### src/rtl/rf_seq_pkg.sv
// Shared types and default sizes for the register-file sequencer and the
// 8x4 register_file it drives.
package rf_seq_pkg;

   localparam int RF_DATA_W   = 4;
   localparam int RF_ADDR_W   = 3;
   localparam int RF_NUM_REGS = 8;

   typedef enum logic [1:0] {
      OP_WRITE     = 2'b00,
      OP_READ_PAIR = 2'b01,
      OP_FILL      = 2'b10,
      OP_DUMP      = 2'b11
   } rf_op_e;

   typedef enum logic [2:0] {
      ST_IDLE,
      ST_WR,
      ST_FILL,
      ST_RD,
      ST_OUT
   } rf_state_e;

endpackage

### src/rtl/rf_seq_out_reg.sv
// Result holding register: loads one beat, keeps it stable until the
// consumer takes it with valid && ready.
module rf_seq_out_reg #(
   parameter int DATA_W = 4,
   parameter int ADDR_W = 3
) (
   input  logic              clk,
   input  logic              reset,
   input  logic              load,
   input  logic [ADDR_W-1:0] load_addr,
   input  logic [DATA_W-1:0] load_data1,
   input  logic [DATA_W-1:0] load_data2,
   input  logic              load_last,
   input  logic              ready,
   output logic              valid,
   output logic [ADDR_W-1:0] addr,
   output logic [DATA_W-1:0] data1,
   output logic [DATA_W-1:0] data2,
   output logic              last
);

   always_ff @(posedge clk or negedge reset) begin
      if (!reset) begin
         valid <= 1'b0;
         addr  <= '0;
         data1 <= '0;
         data2 <= '0;
         last  <= 1'b0;
      end else if (load) begin
         valid <= 1'b1;
         addr  <= load_addr;
         data1 <= load_data1;
         data2 <= load_data2;
         last  <= load_last;
      end else if (valid && ready) begin
         valid <= 1'b0;
      end
   end

endmodule

### src/rtl/rf_sequencer.sv
// Command-driven master for the two-read/one-write register file: single
// write, pair read, fill-all and full dump, with results on a valid/ready port.
module rf_sequencer
   import rf_seq_pkg::*;
#(
   parameter int DATA_W   = RF_DATA_W,
   parameter int ADDR_W   = RF_ADDR_W,
   parameter int NUM_REGS = RF_NUM_REGS
) (
   input  logic              clk,
   input  logic              reset,
   input  logic              cmd_valid,
   output logic              cmd_ready,
   input  logic [1:0]        cmd_op,
   input  logic [ADDR_W-1:0] cmd_addr,
   input  logic [DATA_W-1:0] cmd_data,
   output logic              out_valid,
   input  logic              out_ready,
   output logic [ADDR_W-1:0] out_addr,
   output logic [DATA_W-1:0] out_data1,
   output logic [DATA_W-1:0] out_data2,
   output logic              out_last,
   output logic              busy,
   output logic [ADDR_W-1:0] rf_read_address1,
   output logic [ADDR_W-1:0] rf_read_address2,
   output logic [ADDR_W-1:0] rf_write_address,
   output logic [DATA_W-1:0] rf_write_data,
   output logic              rf_write_enable,
   input  logic [DATA_W-1:0] rf_read_data1,
   input  logic [DATA_W-1:0] rf_read_data2,
   output rf_state_e         state
);

   // Handshakes: a command transfers on the edge where cmd_valid && cmd_ready;
   // a result beat transfers on the edge where out_valid && out_ready.
   rf_state_e         state_next;
   rf_op_e            op;
   logic              accept;
   logic              out_load;
   logic              out_fire;
   logic              advance;
   logic              dump;
   logic              fill_done;
   logic [ADDR_W-1:0] cnt;

   assign op        = rf_op_e'(cmd_op);
   assign cmd_ready = (state == ST_IDLE);
   assign busy      = (state != ST_IDLE);
   assign out_fire  = out_valid && out_ready;
   assign fill_done = (cnt == ADDR_W'(NUM_REGS - 1));

   always_ff @(posedge clk or negedge reset) begin
      if (!reset) state <= ST_IDLE;
      else        state <= state_next;
   end

   always_comb begin
      state_next      = state;
      accept          = 1'b0;
      out_load        = 1'b0;
      advance         = 1'b0;
      rf_write_enable = 1'b0;
      unique case (state)
         ST_IDLE: begin
            if (cmd_valid) begin
               accept = 1'b1;
               unique case (op)
                  OP_WRITE:             state_next = ST_WR;
                  OP_FILL:              state_next = ST_FILL;
                  OP_READ_PAIR, OP_DUMP: state_next = ST_RD;
                  default:              state_next = ST_IDLE;
               endcase
            end
         end
         ST_WR: begin
            rf_write_enable = 1'b1;
            state_next      = ST_IDLE;
         end
         ST_FILL: begin
            rf_write_enable = 1'b1;
            if (fill_done) state_next = ST_IDLE;
         end
         ST_RD: begin
            out_load   = 1'b1;
            state_next = ST_OUT;
         end
         ST_OUT: begin
            if (out_fire) begin
               advance    = dump && !out_last;
               state_next = advance ? ST_RD : ST_IDLE;
            end
         end
         default: state_next = ST_IDLE;
      endcase
   end

   // Address/data registers hold their last value whenever nothing updates them.
   always_ff @(posedge clk or negedge reset) begin
      if (!reset) begin
         dump             <= 1'b0;
         cnt              <= '0;
         rf_read_address1 <= '0;
         rf_read_address2 <= '0;
         rf_write_address <= '0;
         rf_write_data    <= '0;
      end else begin
         if (accept) begin
            dump <= (op == OP_DUMP);
            unique case (op)
               OP_WRITE: begin
                  rf_write_address <= cmd_addr;
                  rf_write_data    <= cmd_data;
               end
               OP_FILL: begin
                  cnt              <= '0;
                  rf_write_address <= '0;
                  rf_write_data    <= cmd_data;
               end
               OP_READ_PAIR: begin
                  rf_read_address1 <= cmd_addr;
                  rf_read_address2 <= cmd_addr + ADDR_W'(1);
               end
               OP_DUMP: begin
                  rf_read_address1 <= '0;
                  rf_read_address2 <= ADDR_W'(1);
               end
               default: ;
            endcase
         end
         if (state == ST_FILL && !fill_done) begin
            cnt              <= cnt + ADDR_W'(1);
            rf_write_address <= cnt + ADDR_W'(1);
         end
         if (advance) begin
            rf_read_address1 <= rf_read_address1 + ADDR_W'(2);
            rf_read_address2 <= rf_read_address2 + ADDR_W'(2);
         end
      end
   end

   rf_seq_out_reg #(
      .DATA_W (DATA_W),
      .ADDR_W (ADDR_W)
   ) u_out_reg (
      .clk        (clk),
      .reset      (reset),
      .load       (out_load),
      .load_addr  (rf_read_address1),
      .load_data1 (rf_read_data1),
      .load_data2 (rf_read_data2),
      .load_last  (!dump || (rf_read_address1 == ADDR_W'(NUM_REGS - 2))),
      .ready      (out_ready),
      .valid      (out_valid),
      .addr       (out_addr),
      .data1      (out_data1),
      .data2      (out_data2),
      .last       (out_last)
   );

endmodule

### config.mk
export PLATFORM = sky130hd
export DESIGN_NAME = rf_sequencer
export DESIGN_NICKNAME = d
export VERILOG_FILES = /design/src/rtl/rf_seq_pkg.sv /design/src/rtl/rf_seq_out_reg.sv /design/src/rtl/rf_sequencer.sv
export SDC_FILE = /design/constraint.sdc
export NUM_CORES = 1
export LEC_CHECK = 0
export ABC_AREA = 1
export BUFFER_PORTS_ARGS = -buffer_cell sky130_fd_sc_hd__buf_2
export CAP_MARGIN = 20
export CORE_ASPECT_RATIO = 0.7
export CORE_MARGIN = 2
export CORE_UTILIZATION = 54
export DETAILED_ROUTE_END_ITERATION = 6
export PLACE_DENSITY_LB_ADDON = 0.12
export SYNTH_ARGS = -nofsm -noshare
export SYNTH_HDL_FRONTEND = slang
export SYNTH_HIERARCHICAL = 1
export SYNTH_SLANG_ARGS = --single-unit
### constraint.sdc
create_clock -name clk -period 3.25 [get_ports clk]
set_clock_uncertainty 0.05 [all_clocks]
set_input_delay 0.65 -clock clk [delete_from_list [all_inputs] [get_ports clk]]
set_output_delay 0.65 -clock clk [all_outputs]
set_load 0.02 [all_outputs]
Yosys cells after proc, flatten, opt, wreduce, memory -nomap -nowiden
Index checks and enable logic that the tools add are counted.
{"block": "word_totals", "reg_bits": 33, "latch_bits": 0, "mem_bits_rw": 0, "rom_bits": 0, "inputBits": 21, "output_inout_bits": 32, "word_cells": 78, "mem_count": 0}
{"block": "op_classes", "n_addsub": 4, "n_mul": 0, "n_div": 0, "magnitude_cmp": 0, "n_eq_ne": 12, "n_shift": 0, "muxes": 26, "bitwise_logic": 0, "reduce_logical": 24}
{"operator": "two-way mux 3 bit", "n": 12}
{"operator": "one-hot mux 3 bit (2 select lines)", "n": 3}
{"operator": "one-hot mux 3 bit (4 select lines)", "n": 1}
{"operator": "== test 3 bit, second input constant", "n": 3}
{"operator": "one-hot mux 3 bit (3 select lines)", "n": 1}
{"operator": "nonzero test 3 bit", "n": 3}
{"operator": "two-way mux 1 bit", "n": 8}
{"operator": "AND reduction 2 bit", "n": 4}
{"operator": "nonzero test 2 bit", "n": 4}
{"operator": "adder 3 x 1 -> 3 bit, second input constant", "n": 2}
{"operator": "adder 3 x 2 -> 3 bit, second input constant", "n": 2}
{"operator": "== test 3 x 2 -> 1 bit, second input constant", "n": 2}
{"operator": "inequality test 2 bit, second input constant", "n": 3}
{"operator": "OR reduction 2 bit", "n": 3}
{"operator": "== test 2 bit, second input constant", "n": 2}
{"operator": "== test 3 x 1 -> 1 bit, second input constant", "n": 1}
{"operator": "logical AND 1 bit", "n": 3}
{"operator": "logical NOT 1 bit", "n": 3}
{"operator": "logical NOT 3 bit", "n": 1}
{"operator": "AND reduction 3 bit", "n": 1}
{"operator": "== test 2 x 1 -> 1 bit, second input constant", "n": 1}
{"operator": "logical NOT 2 bit", "n": 1}
{"operator": "two-way mux 2 bit", "n": 1}
{"operator": "logical OR 1 bit", "n": 1}

Longest topological paths before layout
Gate-level depths: netlist (run 1).
{"block": "logic_depth", "word_depth": 6, "ltp_mapped": 9, "ltp_nobuf": 8}

Cells and area by module
Netlist (run 1), hierarchy kept.
{"module": "rf_sequencer", "instances": 1, "cells_each": 164, "area_per_inst_um2": 1207.4}
{"module": "rf_seq_out_reg", "instances": 1, "cells_each": 55, "area_per_inst_um2": 494.2}

Worst setup path before layout (run 1)
OpenSTA, ideal clock, no wires.
{"block": "synth_path", "path_type": "reg2out", "start": "reg state[2]", "end": "out rf_write_enable", "arrival_ns": 1.031, "path_slack_ns": 1.519, "path_stages_with_launch": 4, "path_buffers": 0, "path_cell_list": "dfrtp_1 inv_2 nand2_1 nor2_1"}
{"block": "synth_via", "elab_chain_len": 3, "word_cells_on_any_way": 4, "classes_between": "2 x eq/ne; 1 x mux; 1 x reduce/logical"}
{"item": "from (decl)", "line": "rf_sequencer.sv:31", "rtl": "output rf_state_e state"}
{"item": "from (signal assigned)", "line": "rf_sequencer.sv:54", "rtl": "else state <= state_next;"}
{"item": "== test 3 x 2 -> 1 bit or == test 3 x 1 -> 1 bit (tied branches)", "line": "rf_sequencer.sv:63", "rtl": "unique case (state)"}
{"item": "OR reduction 2 bit (no line) (*)"}
{"item": "two-way mux 1 bit (*)", "line": "rf_sequencer.sv:63"}
{"item": "to (decl)", "line": "rf_sequencer.sv:28", "rtl": "output logic rf_write_enable,"}
Every way passes the cells marked *; elsewhere a longest branch is shown, timed or not.

Worst setup path after layout (run 1)
{"block": "layout_path", "start": "reg state[0]", "end": "out cmd_ready"}
{"block": "layout_via", "elab_chain_len": 1}
{"item": "logical NOT 3 bit", "line": "rf_sequencer.sv:47", "rtl": "assign cmd_ready = (state == ST_IDLE);"}
{"item": "to (decl)", "line": "rf_sequencer.sv:13", "rtl": "output logic cmd_ready,"}
No other way between the ends.

==> results.txt, run 1 <==
The flow ran to the end, and the final reports show no timing, DRC or antenna violations. In this run, the number of DRC markers left after iteration 0 of detailed routing was 102. The total iterations of the first detailed-routing run came out at 4. Setup violations remaining at the end of the flow were counted as 0. The repair_antennas step left the layout with diodes totalling 0. TritonCTS built the clock tree. STA classifies the critical path startpoint as a flip-flop. The gate count after technology mapping came out at 219.

The post-route clock period utilization is 0.6117. The part of the total power dissipated in sequential elements came out at 0.333. The wire length per cell came out at 11.31 um. The floorplan step defined a die boundary enclosing 3623 um2.

The number of buffers added for setup after CTS came out at 0. The worst hold path belongs to the class input pin to async pin. The clock latency on the worst-skew pair is 290 ps.

The area occupied by registers is 825.8 um2. The start-to-end type of the worst setup path is flip-flop to primary output. For the worst setup path, the data required time is 2550 ps. The worst setup path is captured at a primary output. The width of the die came out at 71.10 um. The initial utilization of the core area, before any placement, comes to 0.5517.

The post-placement cell area is 1979 um2. The worst hold slack came out at 375.0 ps. The number of design rule violations left after detail routing came out at 0. The total leakage power is 1.282 nW. The signal on the critical path passes through nor2_4 > nand2_4 > inv_2 > buf_2.

The arrival time of the worst setup path is 1290 ps. The number of buffers inserted during clock tree synthesis came out at 5. The largest voltage drop on the vdd net came out at 0.5638 mV.

The net count reported at finish came out at 299. The total overflow left after global routing is 0. The peak fanout along the critical path is 5. The mapped cell area is 1702 um2. Setup repair after global routing left no endpoint under its margin.

The H-tree was split into 2 levels. Of the cells placed in the final design, the portion with a size suffix greater than 1 is 0.2790. The number of maximum-capacitance constraint violations is 0.

Of the total power, combinational logic draws 0.491. The initial antenna violation count is 0. Based on the critical path, the design can be clocked at up to 503.0 MHz. The count of buffers from port buffering is 52. Entering global routing, the biggest net connects 34 pins. Post-CTS repair changed the size of 0 cells. Routability-driven placement finished with a final weighted congestion of 0.8255.

The sequential fraction of the synthesis area is 0.4853. The post-synthesis average cell area is 7.770 um2. Among cell families on the critical path, the largest total delay comes from flip-flops. The first global-routing pass estimated 6.023 mm of wire. The synthesized design contains 33 register bits. After detailed routing, the number of vias per cell comes to 4.841. The master of the slowest instance on the critical path is dfrtp_1. The initialized floorplan defines 17 standard-cell rows. The warning count from the yosys run is 6. The internal cell power is 1.224 mW. The number of global-route vias before repair is 1353. The areal power density over the cells came out at 1076 nW/um2. The number of standard cells in the layout, taps in and fillers out came out at 314. CTS saw 33 sinks. The count of nets left with antenna violations once routing finished came out at 0.

The net switching component of the power came out at 1.030 mW. The slew at the pin with the worst max-slew slack is 794.7 ps. The number of top-level design ports is 53. The multi-input gate area in the final layout came out at 750.7 um2.

The vias after detailed routing is 1520. The total wire length came out at 3.552 mm. Synthesis produced a netlist with a net count of 243. Leaving out fill and tap cells, the most frequent cells in the layout are nand2_1 (102), buf_2 (52), dfrtp_1 (33). The total non-filler cell area in the finished layout came out at 2096 um2. The clock period minus worst slack came out at 1988 ps. For this run, the slowest stage of the critical path takes 460 ps.

The number of buffers and inverters on the critical path is 2. The HPWL reported at the end of detailed placement came out at 2.615 mm. Of the total power, the share spent switching nets is 0.4571. The power share of the clock group came out at 0.176. The area growth from synthesis to layout is 23.16%.

No sink is reached through more buffers than the 2 on the longest clock path. Counting tap cells, the placed design contains a total of 306 instances. The standard cell core area came out at 3084 um2.

The overall global routing resource usage is 0.2215. The count of hold-fix buffers inserted at cts is 0. The floorplan die height came out at 50.97 um. The number of hold violations in the final report is 0. The remaining max-slew budget at the tightest pin is 0.4682. CTS placed an instance of clkbuf_8 at the clock tree root. The final total negative setup slack is 0 ps.

The post-CTS clock slew at the launch and capture registers of the worst setup and hold paths came out at 70 ps. The library cell used most frequently in the layout, excluding fill and tap cells, is nand2_1. The number of different library cells used by synthesis comes to 24.

The final count of pins violating max slew came out at 0. After filler insertion, the fill cell instance count of the layout stands at 285.
[final cells by class]
| type | instances | area share |
|---|---|---|
| multi-input cells | 158 | 0.3582 |
| well taps | 38 | 0.02269 |
| repair buffers | 52 | 0.1242 |
| flip-flops and latches | 33 | 0.3940 |
| clock buffers | 7 | 0.04119 |
| clock inverters | 1 | 0.01433 |
| inverters | 25 | 0.04537 |
[per-layer routing]
layer | routed length, um | vias up | global-route usage
met3 | 217 | 8 | 0.05523
met4 | 63 | 0 | 0.1038
met1 | 1749 | 686 | 0.3150
met2 | 1521 | 41 | 0.3193
li1 | - | 785 | -
met5 | 0 | - | 0
[stage by stage]
stage	utilization	setup slack (ps)	power [mW]
finish	0.6795	1262	2.254
detailed placement	0.6418	1383	1.870
CTS	0.6795	1260	2.276
global placement	0.6418	1476	1.847
floorplan	-	1519	1.556
global route	0.6795	1176	2.446
[sequential cells by signal (all words and copies together), names as in the netlist]
signal            cells
rf_write_data         4
u_out_reg/data1       4
u_out_reg/last        1
rf_write_address      3
u_out_reg/valid       1
dump                  1
rf_read_address2      3
cnt                   3
rf_read_address1      3
u_out_reg/addr        3
u_out_reg/data2       4
state                 3
[cell usage after synthesis (all sizes together)]
master | count | area share
nor2 | 22 | 0.073
dfrtp | 33 | 0.49
nand2 | 107 | 0.26
nand3 | 13 | 0.041
o22ai | 2 | 0.0074
buf | 3 | 0.018
and2 | 1 | 0.0037
nand4 | 4 | 0.018
inv | 24 | 0.053
o31ai | 1 | 0.0044
clkinv | 1 | 0.0029
o21ai | 3 | 0.0088
ha | 3 | 0.022
a21oi | 1 | 0.0029
o21a | 1 | 0.0044
[worst paths after layout]
kind,start,to,slack [ps],depth (start not counted)
max in group asynchronous,reset,cnt[0]$_DFFE_PN0P_,2310,1
min in group clk,u_out_reg/addr[1]$_DFFE_PN0P_,u_out_reg/addr[1]$_DFFE_PN0P_,420,2
min reg2reg,u_out_reg/addr[1]$_DFFE_PN0P_,u_out_reg/addr[1]$_DFFE_PN0P_,420,2
min,reset,u_out_reg/data2[2]$_DFFE_PN0P_,370,1
max,state[0]$_DFFE_PN0P_,cmd_ready,1260,4
max reg2reg,state[0]$_DFFE_PN0P_,u_out_reg/data2[3]$_DFFE_PN0P_,1430,5
[power groups by stage]
stage	clock (mW)	combinational [mW]	sequential, mW
after floorplan	0	0.598	0.958
after global placement	0	1.09	0.754
after detailed placement	0	1.11	0.758
after CTS	0.406	1.12	0.752
after global routing	0.427	1.24	0.780
final	0.397	1.11	0.750
[cells by family after synthesis]
family | synth area share
flip-flops | 0.4853
buffers and inverters | 0.07353
AO/OA/AOI/OAI | 0.02794
AND/OR/NAND/NOR | 0.3912
adder cells (fa/ha/maj) | 0.02206
No activity file was read; power rests on OpenSTA's default activity.
==> inputs of run 2 (changes only) <==
- CORE_UTILIZATION: 54 -> 45
- clock period: 3.25 -> 1.6 ns (I/O delays scaled with it)
==> run 2 against run 1 <==
Utilization decreased by 6.5 points. Global-route usage decreased by 4.5 points. Sequential cell count unchanged. Via count increased by 1.2%. Sequential share of layout area decreased by 1.7 points. Critical path depth unchanged. Die area increased by 19%. Hold slack got worse by 190 ps. Count of clock-buffer cells in the layout decreased by 1. Final area increased by 5.0%. Cell count increased by 7.3%.
==> results.txt, run 2 (synthesized netlist as in run 1, its figures left out) <==
The run finished with clean final reports. Measured on the finished design, the core utilization comes to 0.6143. The start point of the worst hold path is cmd_data[0]. The detail route stage leaves a number of antenna-violating nets equal to 0. The number of vias per cell came out at 4.564. The wire length per cell came out at 10.31 um. The kind of cell with the highest combined delay along the critical path is flip-flops. Of all nets on the critical path, the largest fanout is 4. The nature of the critical path endpoint is a primary output. After routing the design area is 2200 um2. The number of filler instances in the final layout is 361. The number of top-level design ports came out at 53. The width of the die came out at 77.50 um.

The clock latency on the worst-skew pair came out at 280 ps. The die area came out at 4297 um2. The post-placement cell count is 324. The slew at the pin with the worst max-slew slack is 325.9 ps. The violation count after the first detailed-routing iteration came out at 49. The number of global-route vias before repair is 1338.

The floorplan die height came out at 55.45 um. The number of design rule violations left after detail routing is 0. The number of clock sinks seen by CTS is 33. The number of buffers inserted during clock tree synthesis came out at 5. In the finished design, the share of the clock period the worst path needs comes to 0.9847. In the final layout, the registers with the most flip-flops are rf_write_data (4), u_out_reg/data1 (4), u_out_reg/data2 (4). The buffer and inverter count on the worst path came out at 2.

The worst hold path stage count is 3. The reg2reg setup slack is 150 ps. The CTS root buffer is clkbuf_8.

The layout overhead on the synthesized area came out at 29.26%. The min-delay analysis places its worst path in the category input pin to flip-flop. The worst hold path terminates at rf_write_data[0]$_DFFE_PN0P_. The remaining global-route overflow is 0. The remaining max-slew budget at the tightest pin came out at 0.7820.

The initial antenna violation count came out at 0. The total chip power is 4.583 mW. Setup repair after global routing could not meet its margin everywhere.

Leaving out fill and tap cells, the most frequent cell in the layout is nand2_1. Before antenna repair, the detailed router went through 4 iterations. Counting along the longest clock path gives a buffer depth of 2.

After detailed routing, the total wire length is 3.473 mm. The number of H-tree branching levels is 2. The master of the slowest instance on the critical path is dfrtp_2. TritonCTS built the clock tree. The worst reg2reg path depth is 8. The standard cell core area came out at 3581 um2. The count of buffers from port buffering came out at 52. The HPWL reported at the end of detailed placement came out at 2.682 mm. Derived from the worst setup path, the maximum achievable clock frequency is 634.7 MHz. In this design, the critical path's most frequently occurring cell is buf_4. The number of hold violations in the final report came out at 0. STA classifies the critical path startpoint as a flip-flop.

The vias after detailed routing came out at 1538. The routability congestion estimate from global placement is 0.7816. The startpoint of the most critical register-to-register path is cnt[0]$_DFFE_PN0P_. The worst-case IR drop observed on VDD is 0.9165 mV.

The total leakage power came out at 1.326 nW. After clock tree synthesis, the clock-pin slew on the worst setup and hold paths is 60 ps. The clock period minus worst slack is 1576 ps. Walking the worst path, the cells encountered are nor2_4 > buf_4 > nor2_1 > buf_4. The net count reported at finish is 310. The worst stage delay on the critical path came out at 440 ps. Hold is met by 188.6 ps.

The final worst-path setup slack came out at 24.43 ps. The total setup violations reported at the end of the flow came out at 0. 0 antenna diodes ended up in the layout.

The first-pass GRT wire length is 6.003 mm. The fraction of layout cells with a size suffix above 1 is 0.3136. The start-to-end type of the worst setup path is flip-flop to primary output. The critical path required time is 1230 ps.

The final total negative setup slack is 0 ps. The post-placement cell area is 2052 um2. Leaving out filler cells and counting taps, the final layout contains 337. Before CTS, the worst setup slack after placement is 117.1 ps. The starting density of the core came out at 0.4752. The arrival time of the worst setup path is 1210 ps.

The number of maximum-capacitance constraint violations came out at 0. In the layout the commonest cells are nand2_1 (102), buf_2 (50), dfrtp_1 (30). Entering global routing, the biggest net connects 34 pins. Across every metal layer, demand over resource in global routing totals 0.1770. The endpoint identified for the worst register-to-register timing path is rf_write_address[2]$_DFFE_PN0P_. The number of core rows is 18.

The areal power density over the cells came out at 2084 nW/um2. The final count of pins violating max slew is 0.
-- run 2: cell types whose count changed in the layout (fill, tap and decap cells not counted), moves of 2 or more --
| cell | delta |
|---|---|
| buf_4 | +10 |
| dfrtp_1 | -3 |
| dfrtp_2 | +3 |
| buf_2 | -2 |
| clkinv_2 | +2 |
-- run 2: where the power goes --
| group | switching (mW) | total (mW) | internal (mW) |
|---|---|---|---|
| clock | 0.287 | 0.588 | 0.301 |
| sequential | 0.275 | 1.52 | 1.24 |
| combinational | 1.56 | 2.48 | 0.919 |
| total | 2.12 | 4.58 | 2.46 |
-- run 2: final cells by class --
type	instances	area, um2	area share
Sequential cell	33	829.5	0.3771
Multi-Input combinational cell	158	758.2	0.3447
Timing Repair Buffer	63	366.6	0.1667
Inverter	25	100.1	0.04551
Clock buffer	6	72.57	0.03299
Tap cell	50	62.56	0.02844
Clock inverter	2	10.01	0.004551
-- run 2: routing by layer --
metal / routed length [um] / GRT usage / vias up
li1: - / - / 815
met1: 1812 / 0.2587 / 680
met2: 1411 / 0.2460 / 39
met3: 210 / 0.05719 / 4
met4: 39 / 0.06122 / 0
met5: 0 / 0 / -
-- run 2: worst max-delay path by stage --
stage                          from  cells past startpoint                         endpoint
2_1_floorplan    cnt[0]$_DFFE_PN0P_                      9  rf_write_address[0]$_DFFE_PN0P_
3_3_place_gp     cnt[0]$_DFFE_PN0P_                      7  rf_write_address[2]$_DFFE_PN0P_
3_5_place_dp     cnt[0]$_DFFE_PN0P_                      7  rf_write_address[2]$_DFFE_PN0P_
4_1_cts        state[2]$_DFFE_PN0P_                      4                        cmd_ready
5_1_grt        state[1]$_DFFE_PN0P_                      4                  rf_write_enable
6_report       state[1]$_DFFE_PN0P_                      4                  rf_write_enable
-- run 2: worst reg2reg max path, cell delays in order (launching register included) --
cell and delay (ps):
dfrtp_1 390, ha_1 210, ha_1 170, inv_1 100, buf_4 130, nand4_1 130
nand2_1 100, nand2_1 60, nand2_1 50
-- run 2: timing repair --
item | CTS | global route
hold endpoints to repair | 33 | 0
setup endpoints to repair | 2 | 7
setup buffers | 3 | 1
gates resized for setup | 2 | 7
hold buffers | 1 | 0
pin swaps | 1 | 2
==> inputs of run 3 (changes only) <==
- PLACE_DENSITY: default -> 0.81
- PLACE_DENSITY_LB_ADDON: 0.12 -> default
==> run 3 against run 2 <==
The run now ends with negative hold slack left. Hold slack got worse by 200 ps. Sequential power about the same. Wire length up 6.3%. Sequential cell count did not move. Fmax up 2.0%. Via count increased by 0.72%. Global-route usage is 0.72 points higher. Non-clock buffer count fell by 3. Final area is 0.23% lower. Utilization down 0.14 points. Largest cell class unchanged. Largest power group unchanged. Highest routed layer unchanged.
==> results.txt, run 3 (synthesized netlist as in run 1, its figures left out) <==
The flow ran to the end, but the final reports show violations. The final reports fail on negative hold slack. The largest voltage drop on the vdd net is 0.9545 mV. The number of antenna-violating nets in the routed design is 0.

The critical path required time is 1230 ps. The post-route clock period utilization came out at 0.9654. Setup repair after global routing could not meet its margin everywhere. The largest registers in the layout are rf_write_data (4), u_out_reg/data1 (4), u_out_reg/data2 (4). For flop-to-flop paths, the worst setup slack is 110 ps. The final worst-path setup slack came out at 55.41 ps. The post-CTS clock slew at the launch and capture registers of the worst setup and hold paths is 70 ps. The die covers 4297 um2. For this run, the slowest stage of the critical path takes 450 ps. In the global route stage, overall resource usage came out at 0.1842. Of the total power, the clock network draws 0.170. The worst min-delay path category is input pin to async pin. The number of buffers inserted during clock tree synthesis came out at 5. The width of the die is 77.50 um. In this run the critical register-to-register path is launched from cnt[0]$_DFFE_PN0P_.

The final cell utilization of the core came out at 0.6129. The final total negative setup slack is 0 ps. The post-placement cell area came out at 2032 um2.

The initial utilization of the core area, before any placement, comes to 0.4752. The standard cell core area is 3581 um2. The master of the slowest instance on the critical path is dfrtp_2.

Setup violations remaining at the end of the flow were counted as 0. From synthesis to final layout, the design area changed by 28.97%. The number of H-tree branching levels is 2. The total chip power is 4.761 mW. The maximum number of buffers from clock root to sink is 2. The endpoint of the lowest-slack register-to-register path is state[0]$_DFFE_PN0P_.

At the end of routability-driven placement, the weighted congestion stood at 0.8147. The finished layout holds 334 standard cells, fillers aside. The total non-filler cell area in the finished layout is 2195 um2. The floorplan die height is 55.45 um. The total leakage power is 1.321 nW.

Max-cap violations in this run came to 0. The vias after detailed routing is 1549. The peak fanout along the critical path is 4. The net count reported at finish came out at 307. After detailed routing, the number of remaining DRC violations is 0. The number of hold violations in the final report is 27. The clock latency on the worst-skew pair is 290 ps. The antenna diode count came out at 0. STA classifies the critical path startpoint as a flip-flop. The number of vias per cell is 4.638. The final count of pins violating max slew is 0. For this run the aggregate overflow at the end of global routing stands at 0.

The number of top-level design ports is 53. The tree is rooted in a clkbuf_8. Entering global routing, the biggest net connects 34 pins. The worst hold slack is -8.251 ps.

The violation count after the first detailed-routing iteration is 71. The clock period minus worst slack is 1545 ps. The total iterations of the first detailed-routing run came out at 4. Dividing total power by cell area gives a power density of 2170 nW/um2.

STA puts the critical path data arrival time at 1170 ps. The fraction of layout cells with a size suffix above 1 is 0.3169. The start-to-end type of the worst setup path is flip-flop to primary output. The net switching component of the power came out at 2.158 mW. Buffers placed on the I/O ports in this run total 52. The pre-CTS setup slack came out at 43.67 ps. In this run the worst setup path begins at state[1]$_DFFE_PN0P_.

The worst reg2reg path depth is 7. The count of hold-fix buffers inserted at cts came out at 0. In the final routed layout, each cell accounts on average for 11.05 um.

The share of total power dissipated in sequential elements is 0.324. The tree built by TritonCTS fans out to 33 sinks. For the pin with the worst max-slew slack, the measured transition is 399.5 ps.

Detailed placement finished with a half-perimeter wire length of 2.696 mm. The critical path goes through nor2_4 > nand2_4 > inv_2 > buf_4. Static timing analysis puts the maximum clock frequency at 647.4 MHz. The total wire length came out at 3.691 mm. The switching part of the total power came out at 0.4531.

STA classifies the critical path endpoint as a primary output. Leaving out fill and tap cells, the most frequent cells in the layout are nand2_1 (100), buf_2 (51), dfrtp_1 (30). The internal portion of the total power is 2.604 mW.

The number of core rows came out at 18. The remaining max-slew budget at the tightest pin is 0.7337. The post-placement cell count is 323. The worst setup path endpoint is cmd_ready. The number of global-route vias before repair came out at 1449. The leading cell type in the layout, fill and taps excluded is nand2_1.

The first-pass GRT wire length is 6.154 mm. The initial antenna violation count is 0. The combinational group share of total power came out at 0.506. TritonCTS built the clock tree.
## run 3: routing by layer
layer,global-route usage,share of wire,up-vias
met5,0,0,-
met4,0.09184,0.020,0
met3,0.05719,0.060,7
met2,0.2733,0.43,51
met1,0.2444,0.49,691
li1,-,-,800
## run 3: worst min path at each step
stage | to | slack [ps]
after floorplan | cnt[0]$_DFFE_PN0P_ | -30
after global placement | rf_write_data[2]$_DFFE_PN0P_ | 320
after detailed placement | rf_write_data[2]$_DFFE_PN0P_ | 320
after CTS | u_out_reg/data1[3]$_DFFE_PN0P_ | 5
after global routing | u_out_reg/data2[2]$_DFFE_PN0P_ | 30
final | rf_read_address1[1]$_DFFE_PN0P_ | -8
## run 3: worst max-delay path: cells and delay by family, from the launching register on
kind,cells,cell delay (ps)
DFF,1,450
buffers and inverters,2,170
and+or+nand+nor,2,250
## run 3: cell type report
| type | count | area [um2] |
|---|---|---|
| clock buffers | 7 | 86.33 |
| inverters | 25 | 100.1 |
| flip-flops and latches | 33 | 829.5 |
| fillers | 311 | 1386 |
| clock inverters | 1 | 30.03 |
| multi-input cells | 158 | 763.2 |
| well taps | 50 | 62.56 |
| repair buffers | 60 | 322.8 |
## run 3: repair_timing
| action | CTS | global route |
|---|---|---|
| endpoints found under the setup margin | 3 | 8 |
| gates cloned | 0 | 0 |
| pin swaps | 1 | 3 |
| buffers inserted | 1 | 2 |
| gates resized for setup | 3 | 6 |
## run 3: power by group through the flow
stage / clock, mW / combinational (mW) / sequential (mW)
after floorplan: 0 / 1.21 / 1.95
after global placement: 0 / 2.25 / 1.52
after detailed placement: 0 / 2.29 / 1.54
after CTS: 0.827 / 2.33 / 1.53
after global routing: 0.855 / 2.70 / 1.60
final: 0.809 / 2.41 / 1.54
